## src/rtl/cla_pkg.sv

```systemverilog
// cla_pkg: shared widths, operand type and second-level carry lookahead.
package cla_pkg;
  localparam int CLA_WIDTH = 32;
  localparam int CLA_GRP = 4;
  localparam int CLA_NGRP = 8;
  typedef logic [CLA_WIDTH-1:0] cla_word_t;
  // Sum-of-products carry into group k: every term is a flat AND, so no group-to-group ripple.
  function automatic logic group_carry(input logic [CLA_NGRP-1:0] gg, gp, input logic ci, input int k);
    logic c, t;
    c = 1'b0;
    for (int j = 0; j < CLA_NGRP; j++) begin
      t = gg[j];
      for (int m = 0; m < CLA_NGRP; m++) t = (m > j && m < k) ? t & gp[m] : t;
      c = (j < k) ? c | t : c;
    end
    t = ci;
    for (int m = 0; m < CLA_NGRP; m++) t = (m < k) ? t & gp[m] : t;
    return c | t;
  endfunction
endpackage

```

## src/rtl/cla_32bit_if.sv

```systemverilog
// cla_32bit_if: operand/result bundle; ovf exists only when CLA_32BIT_OVF_EN is defined.
interface cla_32bit_if;
  import cla_pkg::*;
  cla_word_t a, b, sum;
  logic cin, cout;
`ifdef CLA_32BIT_OVF_EN
  logic ovf;
  modport master(output a, b, cin, input sum, cout, ovf);
  modport slave(input a, b, cin, output sum, cout, ovf);
`else
  modport master(output a, b, cin, input sum, cout);
  modport slave(input a, b, cin, output sum, cout);
`endif
endinterface

```

## src/rtl/cla_4bit.sv

```systemverilog
// cla_4bit: 4-bit lookahead group producing sum bits and group generate/propagate.
module cla_4bit
  import cla_pkg::*;
(
  input  logic [CLA_GRP-1:0] a,
  input  logic [CLA_GRP-1:0] b,
  input  logic               ci,
  output logic [CLA_GRP-1:0] s,
  output logic               G,
  output logic               P
);
  logic [CLA_GRP-1:0] gen, prop, c;
  assign gen = a & b;
  assign prop = a ^ b;
  assign c[0] = ci;
  assign c[1] = gen[0] | (prop[0] & ci);
  assign c[2] = gen[1] | (prop[1] & gen[0]) | (&prop[1:0] & ci);
  assign c[3] = gen[2] | (prop[2] & gen[1]) | (&prop[2:1] & gen[0]) | (&prop[2:0] & ci);
  assign s = prop ^ c;
  assign G = gen[3] | (prop[3] & gen[2]) | (&prop[3:2] & gen[1]) | (&prop[3:1] & gen[0]);
  assign P = &prop;
endmodule

```

## src/rtl/cla_32bit.sv

```systemverilog
// cla_32bit: registered 32-bit two-level carry-lookahead adder.
// Define CLA_32BIT_OVF_EN to add the registered signed-overflow output.
module cla_32bit
  import cla_pkg::*;
(
  input logic          clk,
  input logic          rst_n,
  cla_32bit_if.slave   bus
);
  logic [CLA_NGRP-1:0] gg, gp;
  logic [CLA_NGRP:0]   gc;
  cla_word_t           sum_next;
  for (genvar i = 0; i < CLA_NGRP; i++) begin : g_grp
    cla_4bit u_grp (
      .a (bus.a[i*CLA_GRP +: CLA_GRP]),
      .b (bus.b[i*CLA_GRP +: CLA_GRP]),
      .ci(gc[i]),
      .s (sum_next[i*CLA_GRP +: CLA_GRP]),
      .G (gg[i]),
      .P (gp[i])
    );
  end
  for (genvar k = 0; k <= CLA_NGRP; k++) begin : g_carry
    assign gc[k] = group_carry(gg, gp, bus.cin, k);
  end
  always_ff @(posedge clk or negedge rst_n)
    if (!rst_n) begin
      bus.sum  <= '0;
      bus.cout <= 1'b0;
    end else begin
      bus.sum  <= sum_next;
      bus.cout <= gc[CLA_NGRP];
    end
`ifdef CLA_32BIT_OVF_EN
  always_ff @(posedge clk or negedge rst_n)
    if (!rst_n) bus.ovf <= 1'b0;
    else bus.ovf <= (bus.a[31] == bus.b[31]) & (sum_next[31] != bus.a[31]);
`endif
endmodule

```

## src/flat_wrapper.sv

```systemverilog
// flat-port wrapper written by rule: the top's interface ports become plain ports
module cla_32bit_flat import cla_pkg::*;
  (clk, rst_n, bus_a, bus_b, bus_cin, bus_sum, bus_cout);
  cla_32bit_if bus_i ();
  input logic clk;
  input logic rst_n;
  input wire logic [$bits(bus_i.a)-1:0] bus_a;
  input wire logic [$bits(bus_i.b)-1:0] bus_b;
  input wire logic [$bits(bus_i.cin)-1:0] bus_cin;
  output wire logic [$bits(bus_i.sum)-1:0] bus_sum;
  output wire logic [$bits(bus_i.cout)-1:0] bus_cout;
  assign bus_i.a = bus_a;
  assign bus_i.b = bus_b;
  assign bus_i.cin = bus_cin;
  assign bus_sum = bus_i.sum;
  assign bus_cout = bus_i.cout;
  cla_32bit u_core (.clk(clk), .rst_n(rst_n), .bus(bus_i));
endmodule
```

## config.mk

```make
export PLATFORM = sky130hd
export DESIGN_NAME = cla_32bit_flat
export DESIGN_NICKNAME = d
export VERILOG_FILES = /design/src/rtl/cla_pkg.sv /design/src/rtl/cla_32bit_if.sv /design/src/rtl/cla_4bit.sv /design/src/rtl/cla_32bit.sv /design/src/flat_wrapper.sv
export SDC_FILE = /design/constraint.sdc
export NUM_CORES = 1
export LEC_CHECK = 0
export CAP_MARGIN = 20
export CORE_MARGIN = 10
export CORE_UTILIZATION = 30
export CTS_CLUSTER_SIZE = 30
export DETAILED_ROUTE_END_ITERATION = 10
export GPL_TIMING_DRIVEN = 0
export MAX_ROUTING_LAYER = met4
export PLACE_DENSITY = 0.66
export SYNTH_ARGS = -nofsm -noshare
export SYNTH_HDL_FRONTEND = slang
export SYNTH_SLANG_ARGS = --single-unit
export TNS_END_PERCENT = 5
```

## constraint.sdc

```tcl
create_clock -name clk -period 0.8 [get_ports clk]
set_input_delay 0.16 -clock clk [delete_from_list [all_inputs] [get_ports clk]]
set_output_delay 0.16 -clock clk [all_outputs]
set_load 0.01 [all_outputs]
```

# Word level (Yosys, flattened, before mapping)

Cells that the tools add are included.

Bits in registers: 33
Bits of input ports: 67
Output and inout port bits: 33
Word-level logic and storage cells: 290

Bitwise operators: 240
Reduce and logical (&&, ||, !) cells: 48

Operators with widths:

| kind              | number |
|---|---|
| $and A1 B1 Y1     | 108 |
| $or A1 B1 Y1      | 108 |
| $xor A4 B4 Y4     | 16 |
| $reduce_and A2 Y1 | 24 |
| $reduce_and A3 Y1 | 16 |
| $and A4 B4 Y4     | 8 |
| $reduce_and A4 Y1 | 8 |

# Logic depth before layout (Yosys ltp)

Gate-level depths: netlist of run 1.

Depth in word-level cells: 21
Gate-level depth with buffers: 11
Depth with buffers taken out: 11

# Modules after synthesis

From an unflattened synthesis of run 1, not the netlist that was laid out.

Cells, all modules: 223
Area total of the unflattened synthesis: 2,404.8 um2

Modules (own cells, without submodules):

| module    | times used | cells each | area an instance (um2) | seq. area each (um2) |
|---|---|---|---|---|
| cla_4bit  | 8          | 22         | 182.7                  | 0.0 |
| cla_32bit | 1          | 47         | 943.4                  | 825.8 |

# Least setup slack after synthesis of run 1

OpenSTA, ideal clock, no wires.

Path kind: input -> register
Start: input port bus_b[1]
End: register u_core.bus.sum[25]
Setup time: 0.127 ns
Arrival time: 2.552 ns
Data required time: 0.673 ns
Setup slack: -1.879 ns
Cell stages on the path: 11
Buffers on the path: 0
Cell sequence: ha_1 a41o_1 a211oi_1 or4_4 a21boi_2 a21o_4 and2b_2 a21o_1 a21o_1 fa_1 xor2_1

Word-level cells in the longest chain between the ends: 18
Elaborated cells between the ends (all ways): 28
Those cells by class: 26 x bitwise; 2 x reduce/logical

Ends and longest elaborated chain:

| element                                                   | line                           | text |
|---|---|---|
| start: declaration                                        | flat_wrapper.sv:8              | `input wire logic [$bits(bus_i.b)-1:0] bus_b;` |
| $xor A4 B4 Y4 / $and A4 B4 Y4 (equally long branches)     | cla_4bit.sv:14, cla_4bit.sv:13 |  |
| $reduce_and A3 Y1 / $and A1 B1 Y1 (equally long branches) | cla_4bit.sv:20                 | `assign G = gen[3] \| (prop[3] & gen[2]) \| (&prop[3:2] & gen[1]) \| (&prop[3:1] & gen[0]);` |
| $and A1 B1 Y1 / $or A1 B1 Y1 (equally long branches)      | cla_4bit.sv:20                 |  |
| $or A1 B1 Y1                                              | cla_4bit.sv:20                 |  |
| $and A1 B1 Y1                                             | -                              |  |
| $and A1 B1 Y1                                             | cla_pkg.sv:13                  | `for (int m = 0; m < CLA_NGRP; m++) t = (m > j && m < k) ? t & gp[m] : t;` |
| $and A1 B1 Y1                                             | -                              |  |
| $and A1 B1 Y1 (2 in series)                               | cla_pkg.sv:13                  |  |
| $or A1 B1 Y1 (5 in series)                                | cla_pkg.sv:14                  | `c = (j < k) ? c \| t : c;` |
| $or A1 B1 Y1 *                                            | cla_pkg.sv:18                  | `return c \| t;` |
| $and A1 B1 Y1 *                                           | cla_4bit.sv:16                 | `assign c[1] = gen[0] \| (prop[0] & ci);` |
| $or A1 B1 Y1 *                                            | cla_4bit.sv:16                 |  |
| $xor A4 B4 Y4 *                                           | cla_4bit.sv:19                 | `assign s = prop ^ c;` |
| via u_core.g_grp[6].u_grp.s[1]                            | cla_4bit.sv:8                  | `output logic [CLA_GRP-1:0] s,` |
| end signal: assignment                                    | cla_32bit.sv:31                | `bus.sum <= sum_next;` |
| end: declaration                                          | cla_32bit_if.sv:12             | `modport slave(input a, b, cin, output sum, cout);` |

Mark *: on every way through the listed nets, which the timed path passes. The rest lies on a longest branch.

# Worst setup path in the final report of run 1

Start: input port bus_a[1]
End: register u_core.bus.sum[24]

Word-level cells in the longest chain between the ends: 16
Elaborated cells between the ends (all ways): 26
Those cells by class: 24 x bitwise; 2 x reduce/logical

Ends and longest elaborated chain:

| element                                                   | line                           | text |
|---|---|---|
| start: declaration                                        | flat_wrapper.sv:7              | `input wire logic [$bits(bus_i.a)-1:0] bus_a;` |
| $xor A4 B4 Y4 / $and A4 B4 Y4 (equally long branches)     | cla_4bit.sv:14, cla_4bit.sv:13 |  |
| $reduce_and A3 Y1 / $and A1 B1 Y1 (equally long branches) | cla_4bit.sv:20                 |  |
| $and A1 B1 Y1 / $or A1 B1 Y1 (equally long branches)      | cla_4bit.sv:20                 |  |
| $or A1 B1 Y1                                              | cla_4bit.sv:20                 |  |
| $and A1 B1 Y1                                             | -                              |  |
| $and A1 B1 Y1                                             | cla_pkg.sv:13                  |  |
| $and A1 B1 Y1                                             | -                              |  |
| $and A1 B1 Y1 (2 in series)                               | cla_pkg.sv:13                  |  |
| $or A1 B1 Y1 (5 in series)                                | cla_pkg.sv:14                  |  |
| $or A1 B1 Y1 *                                            | cla_pkg.sv:18                  |  |
| $xor A4 B4 Y4 *                                           | cla_4bit.sv:19                 |  |
| via u_core.g_grp[6].u_grp.s[0]                            | cla_4bit.sv:8                  |  |

Marked as above.

==> results of run 1 <==
## cell type report
cell class                 count  area [um2]  area share [%]
multi-input combinational    142        1620            43.7
inverter                      10        37.5            1.01
clock buffer                   7        86.3            2.33
sequential                    33         826            22.3
tap                           96         120            3.24
timing repair buffer         120        1020            27.4
## power by group through the flow
| stage | sequential (W) | clock (W) | combinational (W) |
|---|---|---|---|
| after floorplan | 0.00234 | 0 | 0.000867 |
| after global placement | 0.00214 | 0 | 0.00240 |
| after detailed placement | 0.00214 | 0 | 0.00242 |
| after CTS | 0.00212 | 0.00133 | 0.00240 |
| after global routing | 0.00219 | 0.00140 | 0.00284 |
| final | 0.00215 | 0.00128 | 0.00258 |
## synthesized netlist by cell type, drive strengths merged
master / n
a21oi: 16
nor4: 1
o21bai: 3
or4: 1
a311o: 1
xnor2: 10
dfrtp: 33
a211oi: 1
xor2: 14
a21o: 15
nor2: 5
a31oi: 1
a21bo: 1
nand2: 7
or2: 1
a41o: 1
and2b: 1
ha: 32
nor2b: 2
o21ai: 6
fa: 8
nand3: 4
nor3: 3
nand4: 3
o221ai: 1
inv: 10
a211o: 1
nand2b: 1
a21boi: 2
## cell families (layout without fill, tap and decap cells)
kind of cell             Yosys count  in the layout  synth area share [%]
flip-flops                        33             33                  38.5
AO/OA/AOI/OAI                     49             49                  16.8
AND/OR/NAND/NOR                   29             29                  7.01
XOR/XNOR                          24             24                  9.81
buffers and inverters             10            137                  1.75
adder cells (fa/ha/maj)           40             40                  26.2
## through the flow
step | cell area, um2 | worst slack [ns] | utilization (%)
after floorplan | 2230 | -1.64 | -
after global placement | 3340 | -2.33 | 48.7
after detailed placement | 3340 | -2.35 | 48.6
after CTS | 3580 | -1.57 | 52.2
after global routing | 3710 | -1.74 | 54.0
final | 3710 | -1.61 | 54.0
## state kept, by name, summed over array words and instances, names as in the netlist
register / count
u_core.bus.sum: 32
u_core.bus.cout: 1
## per-layer routing
| metal | vias to the layer above | global-route usage, % | wire, um |
|---|---|---|---|
| met5 | - | - | 0 |
| met4 | 0 | 3.98 | 116 |
| met3 | 9 | 2.66 | 265 |
| met2 | 50 | 21.1 | 3380 |
| met1 | 849 | 13.7 | 2590 |
| li1 | 908 | - | - |
## placed cells by master, fill, tap and decap left out, drive strengths merged, types with 2 or more instances in the layout
cell	instances
a21boi	2
a21o	15
a21oi	16
buf	71
clkbuf	9
clkdlybuf4s15	5
clkdlybuf4s50	22
dfrtp	33
dlygate4sd2	20
fa	8
ha	32
inv	10
nand2	7
nand3	4
nand4	3
nor2	5
nor2b	2
nor3	3
o21ai	6
o21bai	3
xnor2	10
xor2	14
## critical path: cells and delay by family
family	cells	cell delay, ns
AND/OR/NAND/NOR	2	0.66
buffers and inverters	1	0.09
adder cells (fa/ha/maj)	2	0.70
AO/OA/AOI/OAI	6	0.93
## how the worst min path moves through the flow
stage | end | slack, ns | cells past startpoint
4_1_cts | u_core.bus.sum[24]$_DFF_PN0_ | -0.02 | 1
5_1_grt | u_core.bus.sum[24]$_DFF_PN0_ | 0.02 | 1
6_report | u_core.bus.sum[10]$_DFF_PN0_ | -0.05 | 1
3_5_place_dp | u_core.bus.sum[30]$_DFF_PN0_ | 0.29 | 1
3_3_place_gp | u_core.bus.sum[12]$_DFF_PN0_ | 0.87 | 2
2_1_floorplan | u_core.bus.cout$_DFF_PN0_ | -0.14 | 0
## what timing repair did
item | in CTS | in global routing
pin swaps | 44 | 9
resized for setup | 275 | 25
endpoints found under the hold margin | 33 | 0
endpoints found under the setup margin | 66 | 66
setup buffers | 18 | 3
==> reports/metrics.cfg, run 1 <==
[outcome]
status = complete, but fails checks
failed_checks = negative hold slack, negative setup slack

[placed_design]
routabilityCongestion = 0.766
dpl.hpwl_mm = 4.89
dp_cells = 380
io_buffers = 99

[route]
routedWlPerCell_um = 15.6
drc_errors = 0
drt-total-wl_mm = 6.36
drt-initial-drc-count = 11
viasPerCell = 4.45
drtPass1Iterations = 4
antenna_left = 0
num_vias = 1816

[global_route]
grt_pass1_vias = 2094
grt-ovfl-total = 0
antenna_found_initial = 0
grt_usage_pct = 12.2
grt_max_degree = 34
grt_pass1_wl_mm = 10.6

[run]
maxCapViolations = 0

[final_layout]
diodes = 0
fin_cells = 408
nets = 419
area_growth_pct = 72.9
num-fill-cells = 610
layout-drive-gt1-share_pct = 42.0

[synth]
syn_area_um2 = 2140
syn_area_per_cell_um2 = 11.6
yosysTopAreaCell = dfrtp_1
synth_fp_nets = 292
synthCells = 185
ys_types = 35
ys_seq_elements = 33
yosysTopAreaCellShare_pct = 38.5
synth_seq_area_share_pct = 38.5
ys_top_cells_by_area = dfrtp_1 (39%), ha_1 (19%), fa_1 (7.5%)
yosysWarningCount = 0

[sta]
slew_headroom_pct = 48.9
post-route-min-period_ns = 2.41
worst_hold_slack_ns = -0.0488
tns_ns = -36.33
fmax_ghz = 0.415
maxSlewViolCount = 0
worst_pin_slew_ns = 0.767
fin_ws_ns = -1.61
rsz0062_at_grt = yes
fin_crit_sh_pct = 301
hold_violations = 33
setup_viol = 64

[setup_path]
critPathCaptureType = flip-flop
crit_slowest_cell = or4_4
cp_cell_sequence = buf_6, ha_4, a41o_1, a211oi_4, or4_4, a21boi_4, a21o_4, and2b_2, a21o_1, a21o_1, fa_2
cp_slowest_stage_delay_ns = 0.51
crit_path_max_fanout = 3
cpMostUsedCell = a21o_1
cp.required_ns = 0.95
startpoint = bus_a[1]
arrival_ns = 2.56
start_kind = primary input
endpoint = u_core.bus.sum[24]$_DFF_PN0_
crit_type = primary input to flip-flop

[min_path]
hold_class = primary input to async pin

[power_and_ir_drop]
p_leak_nw = 1.71
p_comb_share_pct = 43.0
power_switching_w = 0.00187
clkPwrFrac_pct = 21.3
ir_drop_v = 0.000660
p_sw_share_pct = 31.1
p_per_area_nw_per_um2 = 1620
internal_power_w = 0.00414
fin_total_pwr_w = 0.00601
seqPwrFrac_pct = 35.7

[die]
num_rows = 30
io_pins = 100
die_h_um = 105
coreArea_um2 = 6870
fp.dieW_um = 105
dieArea_um2 = 10900
initial_core_util_pct = 31.2

[cts]
cts_max_level = 2
clockRootBuffer = clkbuf_8
cts_buffers = 5
cts_tree = done
clkSlewWorstSetupHoldPaths_ns = 0.07
clock-sinks = 33
cts.path.max_buffers = 2

Power figures use the tool's default switching activity.
==> inputs of run 2 (changes only) <==
- GPL_ROUTABILITY_DRIVEN: not set -> 0
==> results of run 2 <==
The final DEF is identical to that of run 1; final timing and power are the same.
